==> src/rtl/level_peak_hold_pkg.sv <==
// Shared meter definitions for the level/peak metering chain.
// Holds the default sample width and the hold counter width.
package level_peak_hold_pkg;

  localparam int METER_WIDTH = 16;
  localparam int HOLD_CNT_W  = 8;

  typedef logic [HOLD_CNT_W-1:0] hold_cnt_t;

endpackage

==> src/rtl/level_peak_hold_level_decay.sv <==
// Combinational level ballistics: instant attack, exponential release.
// Release step is level >> decay_shift, never smaller than 1.
module level_peak_hold_level_decay #(
  parameter int width   = 16,
  parameter int shift_w = $clog2(width)
) (
  input  logic [width-1:0]   level,
  input  logic [width-1:0]   v,
  input  logic [shift_w-1:0] decay_shift,
  output logic [width-1:0]   level_n
);

  logic [width-1:0] dec_s;
  logic [width-1:0] sub_s;

  // Release step and next level; the subtraction cannot underflow when v < level.
  always_comb begin
    dec_s   = level >> decay_shift;
    sub_s   = '0;
    level_n = level;
    if (dec_s == '0) begin
      dec_s = {{(width-1){1'b0}}, 1'b1};
    end else begin
      dec_s = dec_s;
    end
    sub_s = level - dec_s;
    if (v >= level) begin
      level_n = v;
    end else if (v > sub_s) begin
      level_n = v;
    end else begin
      level_n = sub_s;
    end
  end

endmodule

==> src/rtl/level_peak_hold.sv <==
// Level and peak-hold meter with a one-deep valid/ready output register.
// Peak holds for hold_count below-peak inputs, then falls back to the level.
module level_peak_hold
  import level_peak_hold_pkg::*;
#(
  parameter int width       = METER_WIDTH,
  parameter int hold_count  = 8,
  parameter int decay_shift = 2
) (
  input  logic             clk,
  input  logic             reset,
  input  logic             i_valid,
  output logic             i_ready,
  input  logic [width-1:0] i_value,
  input  logic             i_clear,
  output logic             o_valid,
  input  logic             o_ready,
  output logic [width-1:0] o_level,
  output logic [width-1:0] o_peak
);

  localparam int SHIFT_W = $clog2(width);

  logic [width-1:0] level_r;
  logic [width-1:0] peak_r;
  hold_cnt_t        hold_cnt_r;

  logic [width-1:0] level_n_s;
  logic [width-1:0] peak_n_s;
  hold_cnt_t        hold_n_s;
  logic             accept_s;

  level_peak_hold_level_decay #(
    .width  (width),
    .shift_w(SHIFT_W)
  ) u_level_decay (
    .level      (level_r),
    .v          (i_value),
    .decay_shift(SHIFT_W'(decay_shift)),
    .level_n    (level_n_s)
  );

  assign i_ready  = (!o_valid || o_ready) && !i_clear;
  assign accept_s = i_valid && i_ready;

  // Peak/hold next state; an expired hold lets peak drop onto the new level.
  always_comb begin
    peak_n_s = peak_r;
    hold_n_s = hold_cnt_r;
    if (i_value >= peak_r) begin
      peak_n_s = i_value;
      hold_n_s = hold_cnt_t'(hold_count);
    end else if (hold_cnt_r != '0) begin
      peak_n_s = peak_r;
      hold_n_s = hold_cnt_r - hold_cnt_t'(1);
    end else begin
      peak_n_s = level_n_s;
      hold_n_s = hold_cnt_r;
    end
  end

  // Meter state and output register; clear beats accept and drops any pending output.
  always_ff @(posedge clk or negedge reset) begin
    if (!reset) begin
      level_r    <= '0;
      peak_r     <= '0;
      hold_cnt_r <= '0;
      o_level    <= '0;
      o_peak     <= '0;
      o_valid    <= 1'b0;
    end else if (i_clear) begin
      level_r    <= '0;
      peak_r     <= '0;
      hold_cnt_r <= '0;
      o_level    <= '0;
      o_peak     <= '0;
      o_valid    <= 1'b0;
    end else if (accept_s) begin
      level_r    <= level_n_s;
      peak_r     <= peak_n_s;
      hold_cnt_r <= hold_n_s;
      o_level    <= level_n_s;
      o_peak     <= peak_n_s;
      o_valid    <= 1'b1;
    end else if (o_valid && o_ready) begin
      o_valid    <= 1'b0;
    end else begin
      o_valid    <= o_valid;
    end
  end

endmodule

==> config.mk <==
export PLATFORM = sky130hd
export DESIGN_NAME = level_peak_hold
export DESIGN_NICKNAME = d
export VERILOG_FILES = /design/src/rtl/level_peak_hold_pkg.sv /design/src/rtl/level_peak_hold_level_decay.sv /design/src/rtl/level_peak_hold.sv
export SDC_FILE = /design/constraint.sdc
export NUM_CORES = 1
export LEC_CHECK = 0
export CORE_MARGIN = 1.5
export CORE_UTILIZATION = 56
export CTS_CLUSTER_DIAMETER = 150
export DETAILED_ROUTE_END_ITERATION = 12
export GPL_ROUTABILITY_DRIVEN = 0
export GPL_TIMING_DRIVEN = 0
export PLACE_DENSITY_LB_ADDON = 0.25
export SLEW_MARGIN = 20
export SYNTH_ARGS = -nofsm -noshare
export SYNTH_HDL_FRONTEND = slang
export SYNTH_SLANG_ARGS = --single-unit
==> constraint.sdc <==
create_clock -name clk -period 6.4 [get_ports clk]
set_input_delay 1.6 -clock clk [delete_from_list [all_inputs] [get_ports clk]]
set_output_delay 1.6 -clock clk [all_outputs]
set_load 0.03 [all_outputs]
Word level (Yosys, flattened, before mapping)
Index checks and enable logic that the tools add are counted.
{"block": "classes", "n_addsub": 2, "magnitude_cmp": 3, "n_eq_ne": 1, "mux": 16, "n_reduce_logical": 13}
{"op": "$mux 16", "count": 8}
{"op": "$ge 16x16->1", "count": 2}
{"op": "$mux 8", "count": 4}
{"op": "$gt 16x16->1", "count": 1}
{"op": "$logic_not 16->1", "count": 1}
{"op": "$sub 16x14->16", "count": 1}
{"op": "$mux 14", "count": 1}
{"op": "$reduce_bool 8->1", "count": 1}
{"op": "$sub 8x1->8 const B", "count": 1}
{"op": "$reduce_bool 3->1", "count": 2}
{"op": "$ne 4x4->1 const B", "count": 1}
{"op": "$reduce_and 2->1", "count": 2}
{"op": "$logic_and 1x1->1", "count": 3}
{"op": "$mux 1", "count": 3}
{"op": "$logic_not 1->1", "count": 2}
{"op": "$reduce_bool 2->1", "count": 1}
{"op": "$logic_or 1x1->1", "count": 1}
{"block": "word_totals", "reg_bits": 41, "in_bits": 21, "out_inout_bits": 34, "word_cells": 39}

Depth between registers and ports, before layout
{"block": "logic_depth", "depth_word": 10, "mapped_depth": 23, "ltp_nobuf": 22}

By module
From an unflattened synthesis, not the netlist that was laid out.
{"block": "unflattened", "hier_cells": 603, "hier_area_um2": 5018.6}
{"module": "level_peak_hold_level_decay", "instances": 1, "cells_each": 336, "area_each_um2": 2567.5, "seq_area_each_um2": 0.0}
{"module": "level_peak_hold", "instances": 1, "cells_each": 267, "area_each_um2": 2451.1, "seq_area_each_um2": 1026.0}

Least setup slack after synthesis
No wires, ideal clock.
{"block": "synth_timing", "kind": "register -> register", "from": "register level_r[15]", "to": "register peak_r[0]", "setup_time_ns": 0.134, "arrival_time_ns": 4.683, "required_ns": 6.266, "path_slack_ns": 1.584, "path_stages_with_launch": 23, "n_path_buf": 0, "synth_period_minus_slack_ns": 4.816, "cell_sequence": "dfrtp_1 -> inv_1 -> nand4_1 -> nor4_1 -> a41o_1 -> ha_1 -> fa_1 -> nor2b_1 -> o31a_1 -> o221ai_1 -> a31oi_1 -> nor4_1 -> a41oi_1 -> nand2_1 -> ha_1 -> nand4_1 -> nor4_1 -> a21boi_0 -> a2111oi_0 -> a2bb2oi_2 -> nand2_1 -> mux2i_1 -> o21ai_0"}
{"block": "synth_via", "elab_chain_cells": 10, "word_cells_on_any_way": 11, "cone_classes": "1 x add/sub; 2 x order compare; 7 x mux; 1 x reduce/logical"}
{"element": "start, declared", "line_no": "level_peak_hold.sv:24", "rtl": "logic [width-1:0] level_r;"}
{"element": "start signal, assigned", "line_no": "level_peak_hold.sv:79", "rtl": "level_r <= level_n_s;"}
{"element": "$logic_not 16->1", "line_no": "level_peak_hold_level_decay.sv:21", "rtl": "if (dec_s == '0) begin"}
{"element": "$mux 14", "line_no": "level_peak_hold_level_decay.sv:21"}
{"element": "$sub 16x14->16", "line_no": "level_peak_hold_level_decay.sv:26", "rtl": "sub_s = level - dec_s;"}
{"element": "$gt 16x16->1", "line_no": "level_peak_hold_level_decay.sv:29", "rtl": "end else if (v > sub_s) begin"}
{"element": "$mux 16", "line_no": "level_peak_hold_level_decay.sv:29"}
{"element": "$mux 16 *", "line_no": "level_peak_hold_level_decay.sv:27", "rtl": "if (v >= level) begin"}
{"element": "$mux 16 *", "line_no": "level_peak_hold.sv:53", "rtl": "end else if (hold_cnt_r != '0) begin"}
{"element": "$mux 16 *", "line_no": "level_peak_hold.sv:50", "rtl": "if (i_value >= peak_r) begin"}
{"element": "$mux 16 *", "line_no": "level_peak_hold.sv:78", "rtl": "end else if (accept_s) begin"}
{"element": "$mux 16 *", "line_no": "level_peak_hold.sv:71", "rtl": "end else if (i_clear) begin"}
{"element": "end signal, assigned", "line_no": "level_peak_hold.sv:80", "rtl": "peak_r <= peak_n_s;"}
{"element": "end, declared", "line_no": "level_peak_hold.sv:25", "rtl": "logic [width-1:0] peak_r;"}
Every way passes the cells marked *; elsewhere a longest branch is shown, timed or not. The select of a mux whose other input is x is not followed.
A chain may end at the register's enable or synchronous reset.

Worst setup path in the final report
{"block": "layout_timing", "from": "register level_r[3]", "to": "register peak_r[4]"}
The elaborated chain is that of the path after synthesis.

==> flow_summary.json <==
{
  "drtAntennaViolNets": 0,
  "core_um2": 6830,
  "setup-violations-final": 0,
  "synth_top_cells_by_area": "dfrtp_1 (26%), ha_1 (20%), inv_1 (5.7%)",
  "synth-simple-area-share_pct": 16.5,
  "largest_family_of_logic_cells_by_synthesized_area": "compound AO/OA/AOI/OAI gates",
  "post_cts.resized_instances": 0,
  "synth.ff_latch_count": 41,
  "grt_use_total_pct": 30.9,
  "initialDrtViolationCount": 268,
  "cts_hold_buffers": 0,
  "clock_tree_from_tritoncts": "done",
  "clkSlewWorstSetupHoldPaths_ns": 0.08,
  "grt_pass1_wl_um": 18300,
  "pin_count_of_the_biggest_net_entering_global_routing": 23,
  "most_used_flip_flop_cell_after_synthesis": "dfrtp_1",
  "io_buffers": 54,
  "critical-path-top-delay-family": "compound AO/OA/AOI/OAI gates",
  "via_count_of_the_first_global_routing_pass": 3867,
  "count_of_flip_flops_with_a_built_in_enable_after_synthesis": 0,
  "final_max_slew_viol_count": 0,
  "insertion_delay_ns": 0.30,
  "run_status": "finished clean",
  "dp_hpwl_um": 8630,
  "synthesis.nets": 557,
  "worst_ep_arrival_time_ns": 5.92,
  "antenna_found_initial": 0,
  "cp_common_cell": "nor4_1",
  "cts_max_path_buffers": 2,
  "synthToLayoutAreaGrowth_pct": 19.3,
  "maxCapViolations": 0,
  "type_of_the_worst_min_delay_path": "flop to flop",
  "tightestPinTransition_ns": 0.604,
  "synth_xor_xnor_area_share_pct": 2.87,
  "synthesis.area_per_instance_um2": 8.41,
  "crit_required_ns": 6.56,
  "synth_area_um2": 3960,
  "number_of_unique_standard_cell_types_used_by_synthesis": 57,
  "die_h_um": 87.1,
  "final-hold-violation-count": 0,
  "global_route.overflow_total": 0,
  "cts_made_buffers": 5,
  "num_antenna_cells": 0,
  "clockRootBuffer": "clkbuf_8",
  "yosysTopAreaCellShare_pct": 25.9,
  "std_cell_rows": 30,
  "worstSetupEndpointType": "flop",
  "initial_core_util_pct": 58.0,
  "post_drt_via_cell_ratio": 6.11,
  "design.portCount": 55,
  "critPathBufInv": 1,
  "die_w_um": 87.1,
  "post-route-util_pct": 69.2,
  "num-fill-cells": 590,
  "postSynthCellCount": 471,
  "floorplan.die_area_um2": 7590,
  "numClockSinks": 41,
  "drive_gt1_share_pct": 4.31,
  "path_cells": "inv_1 -> nand4_1 -> nor4_1 -> a41o_1 -> ha_1 -> fa_1 -> nor2b_1 -> o31a_1 -> o221ai_1 -> a31oi_1 -> nor4_1 -> a41oi_1 -> nand2_1 -> ha_1 -> nand4_1 -> nor4_1 -> a21boi_0 -> a2111oi_0 -> a2bb2oi_2 -> nand2_1 -> mux2i_1 -> o21ai_0",
  "ys_async_sr_fraction_pct": 100,
  "sum_of_negative_setup_slack_ns": 0,
  "skew_ns": 0.0118,
  "final_period_minus_worst_setup_slack_ns": 5.76,
  "timing.setup.critical_path_class": "flop to flop",
  "synth_adder_area_share_pct": 20.7,
  "layout_worst_path_cycle_share_pct": 89.9,
  "routed_wire_length_per_instance_um": 17.3,
  "crit_fanout": 9,
  "seq_area_frac_synth_pct": 25.9,
  "setup_repair_after_global_routing_missed_its_margin": "no",
  "htree_num_levels": 2,
  "warnings_from_yosys": 0,
  "wirelength_um": 10900,
  "synth-compound-area-share_pct": 21.7,
  "detail_route.drc_violations": 0,
  "crit_path_start_kind": "flop",
  "synth_largest_area_cell": "dfrtp_1",
  "achievable-frequency_mhz": 174,
  "routed-via-count": 3847,
  "drtPass1Iterations": 5,
  "maxSlewHeadroom_pct": 59.8,
  "crit_slowest_cell": "a2111oi_0",
  "multiplexer_fraction_of_the_synthesized_cell_area_pct": 5.05,
  "post-cts-setup-buffer-count": 0,
  "timing.critical_path.slowest_cell_delay_ns": 0.51,
  "final_net_count": 619
}
final timing paths:
path / start / to / slack [ns] / cells after the start
setup / recovery: level_r[3]$_DFFE_PN0P_ / peak_r[4]$_DFFE_PN0P_ / 0.64 / 22
hold / removal: hold_cnt_r[3]$_DFFE_PN0P_ / hold_cnt_r[3]$_DFFE_PN0P_ / 0.55 / 1
setup reg to reg: level_r[3]$_DFFE_PN0P_ / peak_r[4]$_DFFE_PN0P_ / 0.64 / 22
hold reg to reg: hold_cnt_r[3]$_DFFE_PN0P_ / hold_cnt_r[3]$_DFFE_PN0P_ / 0.55 / 1
max in group asynchronous: reset / peak_r[0]$_DFFE_PN0P_ / 4.62 / 2
min in group asynchronous: reset / peak_r[11]$_DFFE_PN0P_ / 1.28 / 1
layer usage:
metal  part of all wire [%]  global-route usage (%)
met4                    2.2                    10.4
met3                    5.4                    4.74
met1                     44                    41.3
met5                      0                       0
met2                     48                    51.2
synth_stat cells, types with 8 or more instances:
master	number
ha_1	64
a21oi_1	30
o21ai_0	40
a21o_1	8
mux2i_1	20
nor2_1	24
clkbuf_1	11
inv_1	60
nand2_1	26
nand3_1	24
xnor2_1	10
dfrtp_1	41
sequential cells by signal, summed over array words and instances, names as in the netlist:
name / cells
o_valid: 1
peak_r: 16
level_r: 16
hold_cnt_r: 8
final cells by class:
type | instances | area, um2 | area share (%)
Multi-Input combinational cell | 356 | 2650 | 56.0
Sequential cell | 41 | 1030 | 21.7
Timing Repair Buffer | 55 | 563 | 11.9
Clock inverter | 2 | 10.0 | 0.212
Buffer | 14 | 65.1 | 1.38
Tap cell | 96 | 120 | 2.54
Inverter | 60 | 225 | 4.76
Clock buffer | 6 | 72.6 | 1.53
logic make-up (layout without fill, tap and decap cells):
| group | after synthesis | after routing |
|---|---|---|
| muxes | 20 | 20 |
| adders and majority gates | 65 | 65 |
| buffers and inverters | 74 | 137 |
| xor gates and xnor gates | 13 | 13 |
| AOI/OAI and AO/OA | 133 | 133 |
| and+or+nand+nor | 125 | 125 |
| DFF | 41 | 41 |
stage by stage:
stage,instances,cell area [um2],setup slack [ns],hold slack (ns)
after floorplan,471,3960,1.58,0.482
after global placement,621,4620,0.877,0.513
after detailed placement,622,4650,0.833,0.521
after CTS,630,4730,0.759,0.540
after global routing,630,4730,0.218,0.558
final,630,4730,0.645,0.547
cells in the final DEF, fill, tap and decap left out, types with 3 or more instances in the layout:
cell type / instances
nand2b_1: 4
nor2_1: 24
o211ai_1: 5
a22oi_1: 6
o21ai_1: 3
nand3_1: 24
nor4_1: 5
a211oi_1: 4
a21oi_1: 30
dfrtp_1: 41
o2111ai_1: 3
clkbuf_1: 12
mux2i_1: 20
ha_1: 64
clkbuf_8: 5
o31ai_1: 4
o21a_1: 5
nand2_1: 26
nand4_1: 7
nor2b_1: 7
nor3_1: 6
inv_1: 60
xnor2_1: 10
clkdlybuf4s50_1: 53
and3_1: 4
o21ai_0: 40
a21o_1: 8
or3_1: 4
xor2_1: 3
a31oi_1: 4
Power is left out: the tool's default activity adds up to more than one toggle a clock period on the data nets, which glitch-free logic cannot reach.
